[config.mk]
export PLATFORM = sky130hd
export DESIGN_NAME = ptc_mfb_frame_len_meter_flat
export DESIGN_NICKNAME = d
export VERILOG_FILES = /design/src/rtl/ptc_frame_pkg.sv /design/src/rtl/ptc_mfb_frame_len_meter_if.sv /design/src/rtl/ptc_mfb_len_region_step.sv /design/src/rtl/ptc_mfb_frame_len_meter.sv /design/src/flat_wrapper.sv
export SDC_FILE = /design/constraint.sdc
export NUM_CORES = 1
export LEC_CHECK = 0
export ABC_AREA = 1
export ABC_CLOCK_PERIOD_IN_PS = 5200
export CORE_AREA = 5 5 426 428
export DETAILED_ROUTE_END_ITERATION = 7
export DIE_AREA = 0 0 431 433
export SYNTH_ARGS = -nofsm -noshare
export SYNTH_HDL_FRONTEND = slang
export SYNTH_SLANG_ARGS = --single-unit
[constraint.sdc]
create_clock -name CLK -period 5.2 [get_ports CLK]
set_input_delay 1.3 -clock CLK [delete_from_list [all_inputs] [get_ports CLK]]
set_output_delay 1.3 -clock CLK [all_outputs]
set_load 0.005 [all_outputs]
[src/rtl/ptc_frame_pkg.sv]
// Derived MFB geometry shared by the PTC frame length meter, its region step and its bus interface.
package ptc_frame_pkg;

  function automatic int clog2_min1(input int v);
    return (v > 1) ? $clog2(v) : 1;
  endfunction

  function automatic int calc_ri(input int region_size, input int block_size);
    return region_size * block_size;
  endfunction

  function automatic int calc_w(input int regions, input int region_size, input int block_size);
    return regions * region_size * block_size;
  endfunction

  function automatic int calc_sof_pos_w(input int region_size);
    return clog2_min1(region_size);
  endfunction

  function automatic int calc_eof_pos_w(input int region_size, input int block_size);
    return clog2_min1(region_size * block_size);
  endfunction

  function automatic int region_base(input int region, input int region_size, input int block_size);
    return region * region_size * block_size;
  endfunction

  localparam int DEF_REGIONS     = 2;
  localparam int DEF_REGION_SIZE = 1;
  localparam int DEF_BLOCK_SIZE  = 8;
  localparam int RI        = calc_ri(DEF_REGION_SIZE, DEF_BLOCK_SIZE);
  localparam int W         = calc_w(DEF_REGIONS, DEF_REGION_SIZE, DEF_BLOCK_SIZE);
  localparam int SOF_POS_W = calc_sof_pos_w(DEF_REGION_SIZE);
  localparam int EOF_POS_W = calc_eof_pos_w(DEF_REGION_SIZE, DEF_BLOCK_SIZE);

endpackage

[src/rtl/ptc_mfb_frame_len_meter_if.sv]
// MFB bus bundle (data, framing, handshake); master drives the word, slave returns ready.
interface ptc_mfb_frame_len_meter_if
  import ptc_frame_pkg::*;
#(
  parameter int REGIONS     = 2,
  parameter int REGION_SIZE = 1,
  parameter int BLOCK_SIZE  = 8,
  parameter int ITEM_WIDTH  = 32
) ();

  localparam int DATA_W = REGIONS * REGION_SIZE * BLOCK_SIZE * ITEM_WIDTH;
  localparam int SOF_PW = calc_sof_pos_w(REGION_SIZE);
  localparam int EOF_PW = calc_eof_pos_w(REGION_SIZE, BLOCK_SIZE);

  logic [DATA_W-1:0]         data;
  logic [REGIONS*SOF_PW-1:0] sof_pos;
  logic [REGIONS*EOF_PW-1:0] eof_pos;
  logic [REGIONS-1:0]        sof;
  logic [REGIONS-1:0]        eof;
  logic                      src_rdy;
  logic                      dst_rdy;

  modport master (output data, sof_pos, eof_pos, sof, eof, src_rdy, input dst_rdy);
  modport slave  (input data, sof_pos, eof_pos, sof, eof, src_rdy, output dst_rdy);

endinterface

[src/rtl/ptc_mfb_len_region_step.sv]
// One region of the length walk: folds this region's SOF/EOF into the running (open, start, carry).
module ptc_mfb_len_region_step
  import ptc_frame_pkg::*;
#(
  parameter int REGION      = 0,
  parameter int REGIONS     = 2,
  parameter int REGION_SIZE = 1,
  parameter int BLOCK_SIZE  = 8,
  parameter int LEN_WIDTH   = 16,
  localparam int SOF_PW = calc_sof_pos_w(REGION_SIZE),
  localparam int EOF_PW = calc_eof_pos_w(REGION_SIZE, BLOCK_SIZE),
  localparam int IDX_W  = clog2_min1(calc_w(REGIONS, REGION_SIZE, BLOCK_SIZE))
) (
  input  logic                 open_in,
  input  logic [IDX_W-1:0]     start_in,
  input  logic [LEN_WIDTH:0]   carry_in,
  input  logic                 sof,
  input  logic                 eof,
  input  logic [SOF_PW-1:0]    sof_pos,
  input  logic [EOF_PW-1:0]    eof_pos,
  output logic [LEN_WIDTH-1:0] len,
  output logic                 sat,
  output logic                 open_out,
  output logic [IDX_W-1:0]     start_out,
  output logic [LEN_WIDTH:0]   carry_out
);

  localparam int SW   = LEN_WIDTH + 2 + IDX_W;
  localparam int BASE = region_base(REGION, REGION_SIZE, BLOCK_SIZE);
  localparam logic [SW-1:0] LEN_MAX = {{(SW-LEN_WIDTH){1'b0}}, {LEN_WIDTH{1'b1}}};

  logic [IDX_W-1:0] sof_idx;
  logic [IDX_W-1:0] eof_idx;
  logic [SW-1:0]    end_sum;
  logic [SW-1:0]    span;
  logic             sof_first;

  assign sof_idx = IDX_W'(BASE + int'(sof_pos) * BLOCK_SIZE);
  assign eof_idx = IDX_W'(BASE + int'(eof_pos));

  // An open frame must be closed before a new SOF in the same region may reopen it.
  always_comb begin
    sof_first = sof && !open_in;
    open_out  = open_in;
    start_out = start_in;
    carry_out = carry_in;
    len       = '0;
    sat       = 1'b0;
    end_sum   = '0;
    span      = '0;
    if (sof_first) begin
      open_out  = 1'b1;
      start_out = sof_idx;
      carry_out = '0;
    end
    if (eof) begin
      if (open_out) begin
        end_sum = SW'(carry_out) + SW'(eof_idx) + SW'(1);
        span    = (end_sum > SW'(start_out)) ? end_sum - SW'(start_out) : '0;
        if (span > LEN_MAX) begin
          len = '1;
          sat = 1'b1;
        end else begin
          len = span[LEN_WIDTH-1:0];
        end
      end
      open_out  = 1'b0;
      start_out = '0;
      carry_out = '0;
    end
    if (sof && !sof_first) begin
      open_out  = 1'b1;
      start_out = sof_idx;
      carry_out = '0;
    end
  end

endmodule

[src/rtl/ptc_mfb_frame_len_meter.sv]
// Passes MFB words through one register stage and reports each frame's item count at its EOF region.
module ptc_mfb_frame_len_meter
  import ptc_frame_pkg::*;
#(
  parameter int REGIONS     = 2,
  parameter int REGION_SIZE = 1,
  parameter int BLOCK_SIZE  = 8,
  parameter int ITEM_WIDTH  = 32,
  parameter int LEN_WIDTH   = 16
) (
  input  logic                         CLK,
  input  logic                         RESET_N,
  ptc_mfb_frame_len_meter_if.slave     rx,
  ptc_mfb_frame_len_meter_if.master    tx,
  output logic [REGIONS*LEN_WIDTH-1:0] TX_LEN,
  output logic [REGIONS-1:0]           TX_LEN_SAT
);

  localparam int WORD   = calc_w(REGIONS, REGION_SIZE, BLOCK_SIZE);
  localparam int DATA_W = WORD * ITEM_WIDTH;
  localparam int SOF_PW = calc_sof_pos_w(REGION_SIZE);
  localparam int EOF_PW = calc_eof_pos_w(REGION_SIZE, BLOCK_SIZE);
  localparam int IDX_W  = clog2_min1(WORD);
  localparam int CW     = LEN_WIDTH + 1;
  localparam int SW     = CW + IDX_W + 1;
  localparam logic [CW-1:0] ACC_MAX = {1'b1, {LEN_WIDTH{1'b0}}};

  logic            in_frame;
  logic [CW-1:0]   acc;
  logic            open_c  [REGIONS+1];
  logic [IDX_W-1:0] start_c [REGIONS+1];
  logic [CW-1:0]   carry_c [REGIONS+1];
  logic [REGIONS*LEN_WIDTH-1:0] len_w;
  logic [REGIONS-1:0]           sat_w;
  logic [SW-1:0]   acc_sum;
  logic [CW-1:0]   acc_next;
  logic            load;
  logic            tx_vld;

  logic [DATA_W-1:0]         data_q;
  logic [REGIONS*SOF_PW-1:0] sof_pos_q;
  logic [REGIONS*EOF_PW-1:0] eof_pos_q;
  logic [REGIONS-1:0]        sof_q;
  logic [REGIONS-1:0]        eof_q;

  assign open_c[0]  = in_frame;
  assign start_c[0] = '0;
  assign carry_c[0] = acc;

  for (genvar r = 0; r < REGIONS; r++) begin : g_step
    ptc_mfb_len_region_step #(
      .REGION      (r),
      .REGIONS     (REGIONS),
      .REGION_SIZE (REGION_SIZE),
      .BLOCK_SIZE  (BLOCK_SIZE),
      .LEN_WIDTH   (LEN_WIDTH)
    ) u_step (
      .open_in   (open_c[r]),
      .start_in  (start_c[r]),
      .carry_in  (carry_c[r]),
      .sof       (rx.sof[r]),
      .eof       (rx.eof[r]),
      .sof_pos   (rx.sof_pos[r*SOF_PW +: SOF_PW]),
      .eof_pos   (rx.eof_pos[r*EOF_PW +: EOF_PW]),
      .len       (len_w[r*LEN_WIDTH +: LEN_WIDTH]),
      .sat       (sat_w[r]),
      .open_out  (open_c[r+1]),
      .start_out (start_c[r+1]),
      .carry_out (carry_c[r+1])
    );
  end

  // Clamping the carry at 2^LEN_WIDTH keeps saturation sticky without a separate flag.
  always_comb begin
    acc_sum  = SW'(carry_c[REGIONS]) + SW'(WORD) - SW'(start_c[REGIONS]);
    acc_next = (acc_sum > SW'(ACC_MAX)) ? ACC_MAX : acc_sum[CW-1:0];
  end

  assign load       = tx.dst_rdy || !tx_vld;
  assign rx.dst_rdy = load;
  assign tx.src_rdy = tx_vld;
  assign tx.data    = data_q;
  assign tx.sof_pos = sof_pos_q;
  assign tx.eof_pos = eof_pos_q;
  assign tx.sof     = sof_q;
  assign tx.eof     = eof_q;

  always_ff @(posedge CLK or negedge RESET_N) begin
    if (!RESET_N) begin
      tx_vld     <= 1'b0;
      data_q     <= '0;
      sof_pos_q  <= '0;
      eof_pos_q  <= '0;
      sof_q      <= '0;
      eof_q      <= '0;
      TX_LEN     <= '0;
      TX_LEN_SAT <= '0;
      in_frame   <= 1'b0;
      acc        <= '0;
    end else if (load) begin
      tx_vld     <= rx.src_rdy;
      data_q     <= rx.data;
      sof_pos_q  <= rx.sof_pos;
      eof_pos_q  <= rx.eof_pos;
      sof_q      <= rx.sof;
      eof_q      <= rx.eof;
      TX_LEN     <= len_w;
      TX_LEN_SAT <= sat_w;
      if (rx.src_rdy) begin
        in_frame <= open_c[REGIONS];
        acc      <= open_c[REGIONS] ? acc_next : '0;
      end
    end
  end

endmodule

[src/flat_wrapper.sv]
// flat-port wrapper written by rule: the top's interface ports become plain ports
module ptc_mfb_frame_len_meter_flat import ptc_frame_pkg::*;
#(
  parameter int REGIONS     = 2,
  parameter int REGION_SIZE = 1,
  parameter int BLOCK_SIZE  = 8,
  parameter int ITEM_WIDTH  = 32,
  parameter int LEN_WIDTH   = 16
)
  (CLK, RESET_N, TX_LEN, TX_LEN_SAT, rx_data, rx_sof_pos, rx_eof_pos, rx_sof, rx_eof, rx_src_rdy, rx_dst_rdy, tx_data, tx_sof_pos, tx_eof_pos, tx_sof, tx_eof, tx_src_rdy, tx_dst_rdy);
  ptc_mfb_frame_len_meter_if #(.REGIONS(REGIONS), .REGION_SIZE(REGION_SIZE), .BLOCK_SIZE(BLOCK_SIZE), .ITEM_WIDTH(ITEM_WIDTH)) rx_i ();
  ptc_mfb_frame_len_meter_if #(.REGIONS(REGIONS), .REGION_SIZE(REGION_SIZE), .BLOCK_SIZE(BLOCK_SIZE), .ITEM_WIDTH(ITEM_WIDTH)) tx_i ();
  input  logic CLK;
  input  logic RESET_N;
  output logic [REGIONS*LEN_WIDTH-1:0] TX_LEN;
  output logic [REGIONS-1:0] TX_LEN_SAT;
  input wire logic [$bits(rx_i.data)-1:0] rx_data;
  input wire logic [$bits(rx_i.sof_pos)-1:0] rx_sof_pos;
  input wire logic [$bits(rx_i.eof_pos)-1:0] rx_eof_pos;
  input wire logic [$bits(rx_i.sof)-1:0] rx_sof;
  input wire logic [$bits(rx_i.eof)-1:0] rx_eof;
  input wire logic [$bits(rx_i.src_rdy)-1:0] rx_src_rdy;
  output wire logic [$bits(rx_i.dst_rdy)-1:0] rx_dst_rdy;
  output wire logic [$bits(tx_i.data)-1:0] tx_data;
  output wire logic [$bits(tx_i.sof_pos)-1:0] tx_sof_pos;
  output wire logic [$bits(tx_i.eof_pos)-1:0] tx_eof_pos;
  output wire logic [$bits(tx_i.sof)-1:0] tx_sof;
  output wire logic [$bits(tx_i.eof)-1:0] tx_eof;
  output wire logic [$bits(tx_i.src_rdy)-1:0] tx_src_rdy;
  input wire logic [$bits(tx_i.dst_rdy)-1:0] tx_dst_rdy;
  assign rx_i.data = rx_data;
  assign rx_i.sof_pos = rx_sof_pos;
  assign rx_i.eof_pos = rx_eof_pos;
  assign rx_i.sof = rx_sof;
  assign rx_i.eof = rx_eof;
  assign rx_i.src_rdy = rx_src_rdy;
  assign rx_dst_rdy = rx_i.dst_rdy;
  assign tx_data = tx_i.data;
  assign tx_sof_pos = tx_i.sof_pos;
  assign tx_eof_pos = tx_i.eof_pos;
  assign tx_sof = tx_i.sof;
  assign tx_eof = tx_i.eof;
  assign tx_src_rdy = tx_i.src_rdy;
  assign tx_i.dst_rdy = tx_dst_rdy;
  ptc_mfb_frame_len_meter #(.REGIONS(REGIONS), .REGION_SIZE(REGION_SIZE), .BLOCK_SIZE(BLOCK_SIZE), .ITEM_WIDTH(ITEM_WIDTH), .LEN_WIDTH(LEN_WIDTH)) u_core (.CLK(CLK), .RESET_N(RESET_N), .rx(rx_i), .tx(tx_i), .TX_LEN(TX_LEN), .TX_LEN_SAT(TX_LEN_SAT));
endmodule
==> results.json, run 1 <==
{
  "cp.depth": 21,
  "whs_ps": 472,
  "avgSynthCellArea_sq_um": 8.28,
  "synth_top_cell_area_share": 0.582,
  "sequentialPowerShare": 0.393,
  "synth_xor_area_frac": 0.0174,
  "worstSetupStartpointType": "primary input",
  "synth.area.mux_share": 0,
  "cp.arrival_ps": 5020,
  "synth_compound_gate_area_share": 0.0132,
  "hold_buffers": 0,
  "setup.worst_path.end": "u_core.TX_LEN[4]",
  "end_kind": "register",
  "drt_iter0_drc": 1734,
  "crit_path_max_incr_delay_ps": 490,
  "path_buf_inv": 4,
  "ys_types": 49,
  "cts_buffer_depth": 3,
  "sw_frac_of_total": 0.293,
  "ys_ff_latch": 577,
  "critPathTopFamily": "simple AND/OR/NAND/NOR gates",
  "dp_hpwl_microns": 124000,
  "grt_max_degree": 200,
  "grt_pass1_vias": 24453,
  "core_sq_um": 177000,
  "syn_area_sq_um": 24800,
  "crit_slowest_cell": "clkdlybuf4s50_1",
  "drtAntennaViolNets": 0,
  "yosysWarnings": 0,
  "grt_antenna_before_repair": 39,
  "die_area_sq_um": 187000,
  "switching_power_w": 0.00393,
  "clk_pin_slew_ps": 60,
  "drv_cap": 0,
  "drc": 0,
  "firstDrtPassIters": 8,
  "p_total_w": 0.0134,
  "grt_pass1_wl_microns": 205000,
  "critPathLaunch": "rx_sof[0]",
  "p_leak_nw": 19.4,
  "synth_top_family_by_area": "simple AND/OR/NAND/NOR gates",
  "worstSkewPairLatency_ps": 690,
  "fmax_ghz": 0.223,
  "slew_headroom": 0.234,
  "clkSinkCount": 577,
  "grt_use_total": 0.158,
  "peakVddDrop_v": 0.000224,
  "cp_max_fo": 17,
  "rsz0062_at_grt": "no",
  "start_util": 0.140,
  "cts_setup_buffers": 0,
  "htree_levels": 3,
  "yosysSeqAreaShare": 0.582,
  "ys_top_cells_by_area": "dfrtp_1, nand2_1, clkbuf_1, inv_1, nand3_1",
  "drt-total-wl_microns": 154000,
  "powerDensity_nw_per_um2": 326,
  "wl_per_cell_microns": 23.6,
  "die_y_microns": 433,
  "synth_nets": 3541,
  "cts_made_buffers": 77,
  "gp_congestion": 0.920,
  "outcome": "completed",
  "period_needed_ps": 4490,
  "required_ps": 5730,
  "ctsResizeCount": 0,
  "clock_tree.root_cell": "clkbuf_16",
  "hp-class": "register to register",
  "rr_endpoint": "u_core.TX_LEN[4]",
  "r2r_start": "u_core.in_frame",
  "setup_viol": 0,
  "period_share": 0.863,
  "viasPerCell": 3.72,
  "final_nets": 4624,
  "layout-drive-gt1-share": 0.0689,
  "path_class": "primary input to register",
  "combPwrFrac": 0.201,
  "postSynthCellCount": 2997,
  "p_clk_frac": 0.406,
  "area_growth_pct": 65.9,
  "cts_tree": "built",
  "worst_pin_slew_ps": 1150,
  "hold_viol": 0,
  "synthSimpleGateAreaFrac": 0.339,
  "clock_skew_ps": 18.4,
  "rows": 155,
  "crit_path_cell_trace": "clkdlybuf4s50_1 > nand2_4 > buf_4 > nand2_1 > ha_1 > fa_1 > inv_1 > a21oi_1 > nor2_1 > nand4_2 > xnor2_1 > inv_1 > nor2_1 > nand3_1 > nor2_2 > nand2_1 > nor2_1 > xor2_1 > nand2_1 > nand2_4 > nand3_1",
  "synth_top_cell_by_area": "dfrtp_1",
  "grt.overflow.total": 0,
  "intPower_w": 0.00949,
  "synth_fa_ha_area_frac": 0.00867,
  "die_width_microns": 431,
  "r2r_cells": 21,
  "num_vias": 24215,
  "reg2reg_slack_ps": 1430,
  "portBuffers": 1087,
  "slew_viol_final": 0,
  "io_pins": 1088
}
==> routing by layer <==
layer / GRT usage / part of all wire / vias up
met3: 0.0532 / 0.082 / 170
met2: 0.280 / 0.52 / 853
li1: - / - / 11317
met4: 0.0515 / 0.027 / 6
met5: 0 / 0.00027 / -
met1: 0.179 / 0.38 / 11869
==> registers in the layout (all words and copies together) (netlist names) <==
| signal | cells |
|---|---|
| u_core.acc | 17 |
| u_core.tx.src_rdy | 1 |
| u_core.tx.eof_pos | 6 |
| u_core.tx.eof | 2 |
| u_core.TX_LEN | 32 |
| u_core.tx.data | 512 |
| u_core.tx.sof_pos | 2 |
| u_core.in_frame | 1 |
| u_core.TX_LEN_SAT | 2 |
| u_core.tx.sof | 2 |
==> power groups by stage <==
stage / Sequential, W / Combinational, W / Clock, W
6_report: 0.00527 / 0.00270 / 0.00544
3_5_place_dp: 0.00533 / 0.00277 / 0
5_1_grt: 0.00532 / 0.00292 / 0.00581
4_1_cts: 0.00526 / 0.00279 / 0.00566
2_1_floorplan: 0.00528 / 0.000661 / 0
3_3_place_gp: 0.00533 / 0.00277 / 0
==> tightest hold or removal path, stage by stage, from the launching register on <==
cell,delay [ps]
dfrtp_1,330
nand2_1,50
nand2_1,60
==> layout make-up <==
cell class	instances	area (sq um)
diodes	19	47.5
clock buffers	108	2250
clock inverters	25	283
fillers	19345	136000
inverters	107	412
multi-input cells	2181	9400
flip-flops and latches	577	14400
well taps	2355	2950
repair buffers	1136	11400
==> how the worst min path moves through the flow <==
| stage | startpoint | end | slack (ps) | cells past startpoint |
|---|---|---|---|---|
| 2_1_floorplan | u_core.acc[16] | u_core.acc[16] | 450 | 2 |
| 3_3_place_gp | u_core.tx.data[134] | u_core.tx.data[134] | 460 | 2 |
| 3_5_place_dp | u_core.tx.data[9] | u_core.tx.data[9] | 460 | 2 |
| 4_1_cts | u_core.tx.data[294] | u_core.tx.data[294] | 480 | 2 |
| 5_1_grt | u_core.tx.data[344] | u_core.tx.data[344] | 490 | 2 |
| 6_report | u_core.tx.data[294] | u_core.tx.data[294] | 470 | 2 |
==> synthesized netlist by cell type, drive strengths merged <==
cell / count
clkbuf: 122
and2: 3
nor4: 3
ha: 14
a31o: 1
nand4: 22
nand3: 94
inv: 106
xor2: 33
o21a: 1
a21boi: 4
o21bai: 1
nand3b: 8
a221oi: 1
o21ai: 30
or2: 1
nor3: 7
clkinv: 1
a21oi: 14
o211ai: 1
xnor2: 13
a41o: 1
dfrtp: 577
fa: 2
buf: 10
nor2: 113
a211oi: 1
nand2: 1813
==> through the flow <==
stage / util / area (sq um) / setup TNS (ps) / std cells / worst slack, ps
2_1_floorplan: - / 24800 / 0 / 2997 / 887
3_3_place_gp: 0.217 / 38600 / 0 / 6356 / 60.3
3_5_place_dp: 0.217 / 38600 / -23.9 / 6356 / -7.14
4_1_cts: 0.232 / 41100 / 0 / 6489 / 753
5_1_grt: 0.232 / 41100 / 0 / 6501 / 350
6_report: 0.232 / 41200 / 0 / 6508 / 712
==> kinds of logic after synthesis <==
kind of cell / count (synthesis)
flip-flops: 577
AO/OA/AOI/OAI: 55
AND/OR/NAND/NOR: 2064
adder cells (fa/ha/maj): 16
buffers and inverters: 239
XOR/XNOR: 46
==> cell usage in the layout, fill, tap and decap left out, types with 18 or more instances in the layout <==
cell / n
nand2_1: 1782
clkdlybuf4s50_1: 1086
dfrtp_1: 577
inv_1: 91
nor2_1: 84
clkbuf_16: 79
nand3_1: 68
buf_4: 38
xor2_1: 32
nand3_2: 26
o21ai_0: 23
nand4_1: 21
diode_2: 19
nand2_2: 18
Note: power is estimated with default switching activity, not from simulation.
==> run 2: changes to the inputs <==
- REMOVE_ABC_BUFFERS: default -> 1
- SETUP_SLACK_MARGIN: default -> 0.05
==> run 2 against run 1 <==
Routed wire length fell by 6.9%. Maximum frequency rose by 1.1%. Flip-flop and latch count did not move. Final cell count barely moved. Die area did not move. Non-clock buffer count rose by 2. Final area rose by 0.24%. Critical path depth rose by 3. Clock power rose by 3%. First-iteration DRC count fell by 2.8%. Via count fell by 0.47%. Clock skew rose by 8.4 ps. Critical path type unchanged. Largest cell class unchanged. Largest power group unchanged.
==> results.json, run 2 (synthesis gave the netlist of run 1 again) <==
{
  "fin_cells": 6504,
  "grt_pass1_wl_microns": 194000,
  "area_growth_pct": 66.3,
  "period_needed_ps": 4440,
  "num_vias": 24100,
  "setup_viol": 0,
  "rows": 155,
  "drv_cap": 0,
  "powerDensity_nw_per_um2": 327,
  "whs_ps": 473,
  "crit_slowest_cell": "clkdlybuf4s50_1",
  "drt-total-wl_microns": 143000,
  "slew_viol_final": 0,
  "dp.cells": 6358,
  "gp_congestion": 0.950,
  "die_area_sq_um": 187000,
  "crit_path_max_incr_delay_ps": 580,
  "grt_pass1_vias": 24064,
  "critPathTopFamily": "simple AND/OR/NAND/NOR gates",
  "dp_hpwl_microns": 116000,
  "crit_path_cell_trace": "clkdlybuf4s50_1 > inv_1 > nand2_2 > nand2_4 > nand2_8 > nand2_4 > nor2_1 > ha_1 > nand2_1 > nor2_1 > a211oi_1 > buf_4 > xor2_1 > ha_1 > ha_1 > nand2_1 > nor2_2 > nand3_1 > inv_1 > nand3_1 > o21bai_2 > nand3_2 > nand2_4 > nand2_1",
  "worst_pin_slew_ps": 1120,
  "ctsResizeCount": 0,
  "fill_cells": 19276,
  "io_pins": 1088,
  "grt_use_total": 0.146,
  "grt_antenna_before_repair": 63,
  "sequentialPowerShare": 0.388,
  "outcome": "completed",
  "drt_iter0_drc": 1686,
  "combPwrFrac": 0.196,
  "path_class": "primary input to register",
  "peakVddDrop_v": 0.000196,
  "worstSetupStartpointType": "primary input",
  "portBuffers": 1087,
  "drtAntennaViolNets": 0,
  "switching_power_w": 0.00385,
  "path_buf_inv": 4,
  "viasPerCell": 3.71,
  "cp_max_fo": 17,
  "hold_viol": 0,
  "cts_tree": "built",
  "htree_levels": 3,
  "wl_per_cell_microns": 22.0,
  "required_ps": 5740,
  "hp-class": "register to register",
  "tns_ps": 0,
  "cp.arrival_ps": 4980,
  "firstDrtPassIters": 5,
  "p_leak_nw": 19.5,
  "grt_max_degree": 190,
  "clock_tree.root_cell": "clkbuf_16",
  "clock_skew_ps": 26.8,
  "drc": 0,
  "hold_buffers": 0,
  "largest_register_ffs": 512,
  "die_width_microns": 431,
  "final_cell_mix": "nand2_1, clkdlybuf4s50_1, dfrtp_1",
  "worstSkewPairLatency_ps": 680,
  "sw_frac_of_total": 0.285,
  "end_kind": "register",
  "die_y_microns": 433,
  "period_share": 0.854,
  "grt.overflow.total": 0,
  "p_clk_frac": 0.416,
  "cts_buffer_depth": 3,
  "start_util": 0.140,
  "clkSinkCount": 577,
  "clk_pin_slew_ps": 50,
  "cts_setup_buffers": 0,
  "intPower_w": 0.00963,
  "rsz0062_at_grt": "no",
  "core_sq_um": 177000,
  "fmax_ghz": 0.225,
  "final_nets": 4625,
  "layout-drive-gt1-share": 0.0706,
  "slew_headroom": 0.251,
  "p_total_w": 0.0135,
  "cts_made_buffers": 76,
  "mostFrequentLayoutCell": "nand2_1"
}
run 2: changes by cell type in the layout (fill, tap and decap cells not counted):
cell and change:
clkinv_16 +1, clkbuf_8 -3, clkinv_2 -2, clkbuf_16 -3, inv_8 -1, clkinv_4 +1, inv_6 +8, bufinv_16 +5
diode_2 -8, clkinvlp_4 -1, buf_4 +2, clkbuf_1 -3
run 2: final timing paths:
| kind | slack, ps | cells past startpoint | startpoint | to |
|---|---|---|---|---|
| hold reg to reg | 470 | 2 | u_core.tx.data[85] | u_core.tx.data[85] |
| max in group asynchronous | 3360 | 2 | RESET_N | u_core.tx.data[75] |
| setup / recovery | 760 | 24 | rx_sof[0] | u_core.TX_LEN[22] |
| setup reg to reg | 1530 | 23 | u_core.in_frame | u_core.TX_LEN[22] |
| hold / removal | 470 | 2 | u_core.tx.data[85] | u_core.tx.data[85] |
| min in group asynchronous | 690 | 1 | RESET_N | u_core.tx.data[311] |
run 2: stage by stage:
stage	cell area [sq um]	util	setup WS (ps)
2_1_floorplan	24200	-	-37910
3_3_place_gp	38600	0.218	138
3_5_place_dp	38600	0.218	84.5
4_1_cts	41200	0.232	837
5_1_grt	41200	0.232	441
6_report	41300	0.233	759
run 2: layer usage:
| layer | up-vias | global-route usage | wire length, microns |
|---|---|---|---|
| met5 | - | 0 | 36 |
| met2 | 925 | 0.263 | 74200 |
| met1 | 11584 | 0.168 | 54100 |
| met3 | 243 | 0.0452 | 11000 |
| li1 | 11342 | - | - |
| met4 | 6 | 0.0403 | 3910 |
run 2: power groups by stage:
stage                     registers [W]  clock network (W)  logic, W
final                           0.00524            0.00560   0.00264
after global routing            0.00528            0.00598   0.00286
after CTS                       0.00523            0.00582   0.00271
after detailed placement        0.00530                  0   0.00270
after global placement          0.00529                  0   0.00269
after floorplan                 0.00528                  0  0.000842
run 2: final cells by class:
class / count / area [sq um] / share of cell area
Timing Repair Buffer: 1138 / 11400 / 0.276
Tap cell: 2355 / 2950 / 0.0714
Inverter: 107 / 412 / 0.00998
Clock inverter: 36 / 513 / 0.0124
Sequential cell: 577 / 14400 / 0.350
Multi-Input combinational cell: 2181 / 9400 / 0.228
Clock buffer: 99 / 2120 / 0.0513
Antenna cell: 11 / 27.5 / 0.000667
run 2: worst reg2reg max path, delay by kind of cell (launching register included):
family	cells	cell delay [ps]
compound gates	2	340
xor+xnor	1	150
fa+ha+maj	3	680
buf+inv	5	570
flops	1	370
simple gates	12	1440
